**config.mk**
```make
export PLATFORM = sky130hd
export DESIGN_NAME = seq_mult8
export DESIGN_NICKNAME = d
export VERILOG_FILES = /design/src/rtl/seq_mult8_pkg.sv /design/src/rtl/seq_mult8_add.sv /design/src/rtl/seq_mult8.sv
export SDC_FILE = /design/constraint.sdc
export NUM_CORES = 1
export LEC_CHECK = 0
export ABC_CLOCK_PERIOD_IN_PS = 4600
export CAP_MARGIN = 10
export CORE_UTILIZATION = 25
export DETAILED_ROUTE_END_ITERATION = 6
export HOLD_SLACK_MARGIN = 0.05
export SLEW_MARGIN = 30
export SYNTH_ARGS = -nofsm -noshare
export SYNTH_HDL_FRONTEND = slang
export SYNTH_SLANG_ARGS = --single-unit
```
**constraint.sdc**
```tcl
create_clock -name clk -period 4.6 [get_ports clk]
set_input_delay 0.69 -clock clk [delete_from_list [all_inputs] [get_ports clk]]
set_output_delay 0.69 -clock clk [all_outputs]
set_load 0.01 [all_outputs]
```
**src/rtl/seq_mult8_pkg.sv**
```systemverilog
// Shared types and constants for the sequential 8x8 shift-and-add multiplier.
// State encoding, iteration bound and product width live here so top and bench agree.
package seq_mult8_pkg;

    typedef enum logic [1:0] {
        IDLE = 2'd0,
        CALC = 2'd1,
        DONE = 2'd2
    } state_t;

    localparam int LAST_ITER = 7;
    localparam int PROD_W    = 16;

endpackage

```
**src/rtl/seq_mult8_add.sv**
```systemverilog
// 8-bit ripple-carry adder, combinational (0 cycles), no flow control.
// Width is fixed at 8; the multiplier's WIDTH parameter does not resize it.
module seq_mult8_add (
    output logic [7:0] s,
    output logic       Carry_out,
    input  logic [7:0] x,
    input  logic [7:0] y,
    input  logic       Carry_in
);

    logic [8:0] c;

    assign c[0] = Carry_in;

    for (genvar i = 0; i < 8; i++) begin : g_fa
        assign s[i]   = x[i] ^ y[i] ^ c[i];
        assign c[i+1] = (x[i] & y[i]) | (c[i] & (x[i] ^ y[i]));
    end

    assign Carry_out = c[8];

endmodule

```
**src/rtl/seq_mult8.sv**
```systemverilog
// Unsigned 8x8 shift-and-add multiplier: product valid 8 cycles after accept.
// Backpressure: in_ready only in IDLE; product/out_valid hold in DONE until out_ready.
module seq_mult8
    import seq_mult8_pkg::*;
#(
    parameter int WIDTH = 8
) (
    input  logic              clk,
    input  logic              rst_n,
    input  logic              in_valid,
    output logic              in_ready,
    input  logic [WIDTH-1:0]  a,
    input  logic [WIDTH-1:0]  b,
    output logic              out_valid,
    input  logic              out_ready,
    output logic [PROD_W-1:0] product,
    output logic              busy
);

    localparam int CNT_W = $clog2(WIDTH);
    localparam logic [CNT_W-1:0] LAST_CNT = CNT_W'(LAST_ITER);

    state_t           state_q;
    logic [WIDTH-1:0] m_q;
    logic [WIDTH-1:0] q_q;
    logic [WIDTH-1:0] acc_q;
    logic [CNT_W-1:0] cnt_q;

    logic [WIDTH-1:0] acc_d;
    logic [WIDTH-1:0] q_d;
    logic [WIDTH-1:0] add_y;
    logic [WIDTH-1:0] add_s;
    logic             add_co;

    assign add_y = q_q[0] ? m_q : '0;

    seq_mult8_add u_add (
        .s         (add_s),
        .Carry_out (add_co),
        .x         (acc_q),
        .y         (add_y),
        .Carry_in  (1'b0)
    );

    // {carry, sum, Q} shifted right by one; the carry must land in ACC MSB.
    always_comb begin
        acc_d = {add_co, add_s[WIDTH-1:1]};
        q_d   = {add_s[0], q_q[WIDTH-1:1]};
    end

    always_ff @(posedge clk or negedge rst_n) begin
        if (!rst_n) begin
            state_q <= IDLE;
            m_q     <= '0;
            q_q     <= '0;
            acc_q   <= '0;
            cnt_q   <= '0;
        end else begin
            case (state_q)
                IDLE: begin
                    if (in_valid) begin
                        m_q     <= a;
                        q_q     <= b;
                        acc_q   <= '0;
                        cnt_q   <= '0;
                        state_q <= CALC;
                    end
                end
                CALC: begin
                    acc_q <= acc_d;
                    q_q   <= q_d;
                    cnt_q <= cnt_q + CNT_W'(1);
                    if (cnt_q == LAST_CNT) begin
                        state_q <= DONE;
                    end
                end
                DONE: begin
                    if (out_ready) begin
                        state_q <= IDLE;
                    end
                end
                default: state_q <= IDLE;
            endcase
        end
    end

    assign in_ready  = (state_q == IDLE);
    assign out_valid = (state_q == DONE);
    assign busy      = (state_q != IDLE);
    assign product   = {acc_q, q_q};

endmodule

```
== After elaboration in Yosys (flattened, before gate mapping) ==
Index checks and enable logic that the tools add are counted.

* Memories: 0
* Word-level logic and storage cells: 66
* Output and inout bits: 19
* Bits in read-only memories: 0
* Flip-flop bits (word level): 29
* Bits in writable memories: 0
* Latch bits: 0
* Bits of input ports: 20

* Bitwise operators: 37
* Divide/modulo/power cells: 0
* Multiply operators: 0
* Reduce and logical (&&, ||, !) cells: 6
* Equality and inequality tests: 6
* $lt $le $gt $ge: 0
* Mux-type cells: 11
* Shift operators: 0
* $add $sub $neg: 1

{| class="wikitable"
|+ Operator list
! kind !! number
|-
| $pmux 8 s2 || 2
|-
| $mux 8 || 3
|-
| $and 1x1->1 || 15
|-
| $xor 1x1->1 || 15
|-
| $or 1x1->1 || 7
|-
| $mux 2 || 3
|-
| $pmux 2 s3 || 1
|-
| $pmux 3 s2 || 1
|-
| $ne 2x2->1 const B || 2
|-
| $reduce_and 2->1 || 2
|-
| $reduce_bool 2->1 || 2
|-
| $add 3x1->3 const B || 1
|-
| $eq 3x3->1 const B || 1
|-
| $mux 3 || 1
|-
| $reduce_and 3->1 || 1
|-
| $eq 2x1->1 const B || 1
|-
| $eq 2x2->1 const B || 1
|-
| $logic_not 2->1 || 1
|-
| $ne 2x1->1 const B || 1
|}

== Logic depth before layout (Yosys ltp) ==
* Depth in word-level cells: 17
* Mapped depth: 13
* Mapped depth without buffers: 13

== Cells and area by module ==
Synthesis repeated with hierarchy kept, for this count alone.

* Cells, all modules: 124
* Area, all modules: 1482.7 µm²

{| class="wikitable"
|+ By module, submodules not included
! module !! seq. area each (µm²) !! cells each !! instances !! area an instance (µm²)
|-
| seq_mult8 || 725.7 || 106 || 1 || 1285.0
|-
| seq_mult8_add || 0.0 || 18 || 1 || 197.7
|}

== Worst setup path after synthesis ==
OpenSTA, ideal clock, no wires.

* Path type: register -> register
* From: reg q_q[0]
* To: reg acc_q[6]
* Data required time: 4522 ps
* Setup time: 78 ps
* Path slack: 1273 ps
* Data arrival time: 3249 ps
* Clock period less this slack: 3327 ps
* Path buffers: 0
* Cell stages (with the launch flop): 14
* Path through: dfrtp_1 -> and2_1 -> ha_1 -> fa_1 -> fa_1 -> fa_1 -> inv_1 -> fa_1 -> fa_1 -> inv_1 -> fa_1 -> inv_1 -> fa_1 -> o2bb2ai_1

* Word-level cells in the longest chain between the ends: 16
* Elaborated cells on any way between the ends: 29
* Classes of those cells: mux: 2; bitwise: 27

{| class="wikitable"
|+ RTL lines
! element !! line !! RTL
|-
| from (decl) || seq_mult8.sv:25 || <nowiki>logic [WIDTH-1:0] q_q;</nowiki>
|-
| from (signal assigned) || seq_mult8.sv:71 || <nowiki>q_q <= q_d;</nowiki>
|-
| $mux 8 (*) || seq_mult8.sv:35 || <nowiki>assign add_y = q_q[0] ? m_q : '0;</nowiki>
|-
| $and 1x1->1 or $xor 1x1->1 (tied branches) || seq_mult8_add.sv:17 || <nowiki>assign c[i+1] = (x[i] & y[i]) | (c[i] & (x[i] ^ y[i]));</nowiki>
|-
| $and 1x1->1 || seq_mult8_add.sv:17 ||
|-
| $or 1x1->1 || seq_mult8_add.sv:17 ||
|-
| $and 1x1->1 || seq_mult8_add.sv:17 ||
|-
| $or 1x1->1 || seq_mult8_add.sv:17 ||
|-
| $and 1x1->1 || seq_mult8_add.sv:17 ||
|-
| $or 1x1->1 || seq_mult8_add.sv:17 ||
|-
| $and 1x1->1 || seq_mult8_add.sv:17 ||
|-
| $or 1x1->1 || seq_mult8_add.sv:17 ||
|-
| $and 1x1->1 || seq_mult8_add.sv:17 ||
|-
| $or 1x1->1 || seq_mult8_add.sv:17 ||
|-
| $and 1x1->1 || seq_mult8_add.sv:17 ||
|-
| $or 1x1->1 || seq_mult8_add.sv:17 ||
|-
| $xor 1x1->1 (*) || seq_mult8_add.sv:16 || <nowiki>assign s[i] = x[i] ^ y[i] ^ c[i];</nowiki>
|-
| $pmux 8 s2 (*) || seq_mult8.sv:59 || <nowiki>case (state_q)</nowiki>
|-
| to (signal assigned) || seq_mult8.sv:56 || <nowiki>acc_q <= '0;</nowiki>
|-
| to (signal assigned) || seq_mult8.sv:64 || <nowiki>acc_q <= '0;</nowiki>
|-
| to (signal assigned) || seq_mult8.sv:70 || <nowiki>acc_q <= acc_d;</nowiki>
|-
| to (decl) || seq_mult8.sv:26 || <nowiki>logic [WIDTH-1:0] acc_q;</nowiki>
|}

Mark *: on every way between the ends. The rest lies on a longest branch, timed or not.
A chain may end at the register's enable or synchronous reset.

== Worst setup path after layout ==
Ends and elaborated chain as after synthesis.

==> impl_results.rst <==
.. list-table::
   :header-rows: 1

   * - Metric
     - Value
   * - Setup bufs post-CTS
     - 0
   * - DIE WIDTH
     - approximately 80 um
   * - Maximum clock skew at final layout
     - ~0.008 ns
   * - Half-perimeter wire length of the detailed placement result
     - 2120 um
   * - Number of maximum-capacitance violations
     - 0
   * - Vias in the first global route
     - 1059
   * - Wire length of the first global-routing pass
     - 4970 um
   * - Critical path type
     - reg2reg
   * - Routed via count divided by cell count
     - roughly 4.5
   * - Via count
     - about 1100
   * - Logic pwr share
     - 0.477
   * - Detailed-route wire length per cell
     - 13.0 um
   * - Largest net degree at the start of global routing
     - 30
   * - Yosys warning total
     - 0
   * - Worst-path clk slew
     - 0.06 ns
   * - Number of register bits inferred by synthesis
     - 29
   * - Pwr Total
     - around 0.0014 W
   * - Worst relative slew slack
     - 0.521
   * - Buf+Inv Stages, Crit Path
     - 3
   * - Count of instances resized after the clock tree is built
     - 0
   * - Fraction of final layout cells with drive strength greater than 1
     - 0.130
   * - Congestion Overflow GR
     - 0
   * - Crit share post-route
     - 0.752
   * - Count of buffers from port buffering
     - 38
   * - Part of the total power dissipated in sequential elements
     - 0.359
   * - Switching power
     - 0.000501 W
   * - Layout net count
     - 191
   * - Share of total power consumed by net switching
     - 0.355
   * - Mapped Cells
     - 122
   * - Critical Path Source Type
     - register
   * - Clock power share
     - 0.163
   * - Starting density of the core
     - 0.266
   * - Buffer depth of the longest clock path
     - 2
   * - Clock latency on the worst-skew pair
     - 0.28 ns
   * - Final-report max-slew violation count
     - 0
   * - CTS Buf Count
     - 5
   * - Length of the first detailed-routing pass in iterations
     - 4
   * - Mapped Nets
     - 152
   * - Area of the core region
     - approximately 5700 um^2
   * - Violation count after the first detailed-routing iteration
     - between 50 and 60
   * - Final sum of negative setup slack
     - 0 ns
   * - I/O pin total
     - 39
   * - Initial antenna violation count
     - 0
   * - Global router's overall resource usage
     - 0.105
   * - Clock tree from TritonCTS
     - done
   * - Internal Pwr Total
     - ~0.0009 W
   * - Final cell utilization of the core
     - 0.360
   * - Number of hold-slack violations in the final timing report
     - 0
   * - Area of the mapped netlist
     - 1510 um^2
   * - Crit path largest cell delay
     - approximately 0.47 ns
   * - Result of the run
     - finished, final reports clean
   * - Hold crit path type
     - reg2reg
   * - Cells along the critical path
     - and2_1 -> ha_1 -> fa_1 -> fa_1 -> fa_1 -> inv_1 -> fa_1 -> fa_1 -> inv_1 -> fa_1 -> inv_1 -> fa_1 -> o2bb2ai_1
   * - Worst-path maximum fanout
     - 10
   * - Post-route DRC violation count
     - 0
   * - DRT Wirelength
     - 3040 um
   * - CTS Hold Buffers Added
     - 0
   * - Critical path required time
     - roughly 4.8 ns
   * - Top Family by Delay on Critical Path
     - adder cells
   * - Areal power density over the cells
     - 692 nW/um^2
   * - VDD IR max
     - 220 uV
   * - Highest Clock Rate
     - 0.289 GHz
   * - Routability-driven placement congestion ratio
     - 0.746
   * - Cells after DPL
     - 226
   * - Filler Cell Count
     - 566
   * - Layout overhead on the synthesized area
     - 35.2%
   * - # clock sinks
     - 29
   * - DIE AREA
     - 6360 um^2
   * - Sequential area share after synthesis
     - 0.481
   * - Leakage power total
     - 0.867 nW
   * - Antenna Cells
     - 0
   * - Clock root cell
     - sky130_fd_sc_hd__clkbuf_8
   * - Die Ht
     - 79.7 um
   * - Final setup fails
     - 0
   * - Critical path capture point type
     - register
   * - Count of H-tree levels built during CTS
     - 2
   * - DRT antenna net count
     - 0
   * - Post-route non-filler standard cell count
     - about 230
   * - Setup repair after global routing missed its margin
     - false
   * - Slew @ Worst Pin
     - 0.717 ns
   * - Count of cell types in the netlist
     - 22
   * - Mean post-synth cell area
     - 12.4 um^2
   * - Final critical delay including setup and external delays
     - 3.46 ns
   * - Arrival time reported for the critical path endpoint
     - around 3.7 ns
   * - Number of core rows
     - 27
   * - Slowest cell on crit path
     - sky130_fd_sc_hd__dfrtp_1
   * - Most used cell, CP
     - sky130_fd_sc_hd__fa_1
-- cell families (layout without fill, tap and decap cells) --
group	after synthesis	after routing	synth area share
AND/OR/NAND/NOR	29	29	0.138
buffers and inverters	24	64	0.0737
flip-flops	29	29	0.481
multiplexers	9	9	0.0671
AO/OA/AOI/OAI	21	21	0.123
adder cells (fa/ha/maj)	10	10	0.118
-- cell type report --
| class | count | area [um^2] | area share |
|---|---|---|---|
| multi-input cells | 69 | 673 | 0.330 |
| inverters | 17 | 63.8 | 0.0312 |
| flip-flops and latches | 29 | 726 | 0.355 |
| repair buffers | 39 | 388 | 0.190 |
| clock inverters | 1 | 5.00 | 0.00245 |
| clock buffers | 7 | 96.3 | 0.0472 |
| well taps | 72 | 90.1 | 0.0441 |
-- synth_stat cells, drive strengths merged --
library cell	n	area share
a222oi	2	0.013
dfrtp	29	0.48
a22o	7	0.041
nor4b	6	0.035
or2	1	0.0041
and2	5	0.021
o2bb2ai	4	0.023
o21bai	1	0.012
nor3b	7	0.042
a21oi	1	0.0033
buf	6	0.028
inv	17	0.042
nand2	3	0.0075
fa	7	0.093
ha	3	0.025
nor2b	4	0.017
a211oi	6	0.030
mux2	9	0.067
clkbuf	1	0.0033
nand2b	3	0.012
-- routing by layer --
metal / part of all wire / GRT usage / routed length (um)
met1: 0.47 / 0.136 / 1430
met2: 0.46 / 0.156 / 1390
met3: 0.069 / 0.0423 / 210
met4: 0.0033 / 0.0382 / 10
met5: 0 / 0 / 0
-- power groups by stage --
stage / sequential, W / combinational (W) / clock (W)
after floorplan: 0.000496 / 0.000444 / 0
after global placement: 0.000517 / 0.000669 / 0
after detailed placement: 0.000515 / 0.000687 / 0
after CTS: 0.000512 / 0.000691 / 0.000239
after global routing: 0.000531 / 0.000760 / 0.000250
final: 0.000508 / 0.000674 / 0.000230
-- registers in the layout, summed over array words and instances, names as in the netlist --
name and count:
cnt_q 3, q_q 8, m_q 8, state_q 2, acc_q 8
-- layout by cell type (no fill, tap or decap) --
| cell type | count |
|---|---|
| sky130_fd_sc_hd__clkdlybuf4s50_1 | 38 |
| sky130_fd_sc_hd__inv_1 | 17 |
| sky130_fd_sc_hd__nor4b_1 | 6 |
| sky130_fd_sc_hd__a21oi_1 | 1 |
| sky130_fd_sc_hd__o2bb2ai_1 | 4 |
| sky130_fd_sc_hd__ha_1 | 3 |
| sky130_fd_sc_hd__clkbuf_8 | 7 |
| sky130_fd_sc_hd__clkinv_2 | 1 |
| sky130_fd_sc_hd__nand2_1 | 3 |
| sky130_fd_sc_hd__dfrtp_1 | 29 |
| sky130_fd_sc_hd__mux2_2 | 9 |
| sky130_fd_sc_hd__fa_1 | 7 |
| sky130_fd_sc_hd__nor3b_4 | 1 |
| sky130_fd_sc_hd__nor2b_1 | 4 |
| sky130_fd_sc_hd__o21bai_4 | 1 |
| sky130_fd_sc_hd__a211oi_1 | 6 |
| sky130_fd_sc_hd__or2_2 | 1 |
| sky130_fd_sc_hd__nor3b_1 | 6 |
| sky130_fd_sc_hd__a222oi_1 | 2 |
| sky130_fd_sc_hd__nand2b_1 | 3 |
| sky130_fd_sc_hd__buf_4 | 1 |
| sky130_fd_sc_hd__and2_1 | 5 |
| sky130_fd_sc_hd__a22o_1 | 7 |
-- worst paths after layout --
check	from	to	slack [ns]	depth (start not counted)
max reg2reg	q_q[0]	acc_q[6]	1.14	13
max	q_q[0]	acc_q[6]	1.14	13
min reg2reg	m_q[6]	m_q[6]	0.50	1
max in group asynchronous	rst_n	m_q[2]	3.51	2
min in group asynchronous	rst_n	q_q[4]	0.80	2
min	m_q[6]	m_q[6]	0.50	1
-- worst reg2reg max path: cells and delay by family (launching register included) --
| family | cells | cell delay [ns] |
|---|---|---|
| AO/OA/AOI/OAI | 1 | 0.13 |
| adder cells (fa/ha/maj) | 8 | 2.43 |
| buffers and inverters | 3 | 0.20 |
| flip-flops | 1 | 0.47 |
| AND/OR/NAND/NOR | 1 | 0.18 |
-- metrics by stage --
step                area, um^2  setup slack [ns]  hold WS (ns)
finish                    2040              1.14         0.504
global route              2040             0.915         0.526
CTS                       2040              1.09         0.509
detailed placement        1940              1.08         0.493
global placement          1940              1.23         0.490
floorplan                 1510              1.27         0.394
Power figures use the tool's default switching activity.
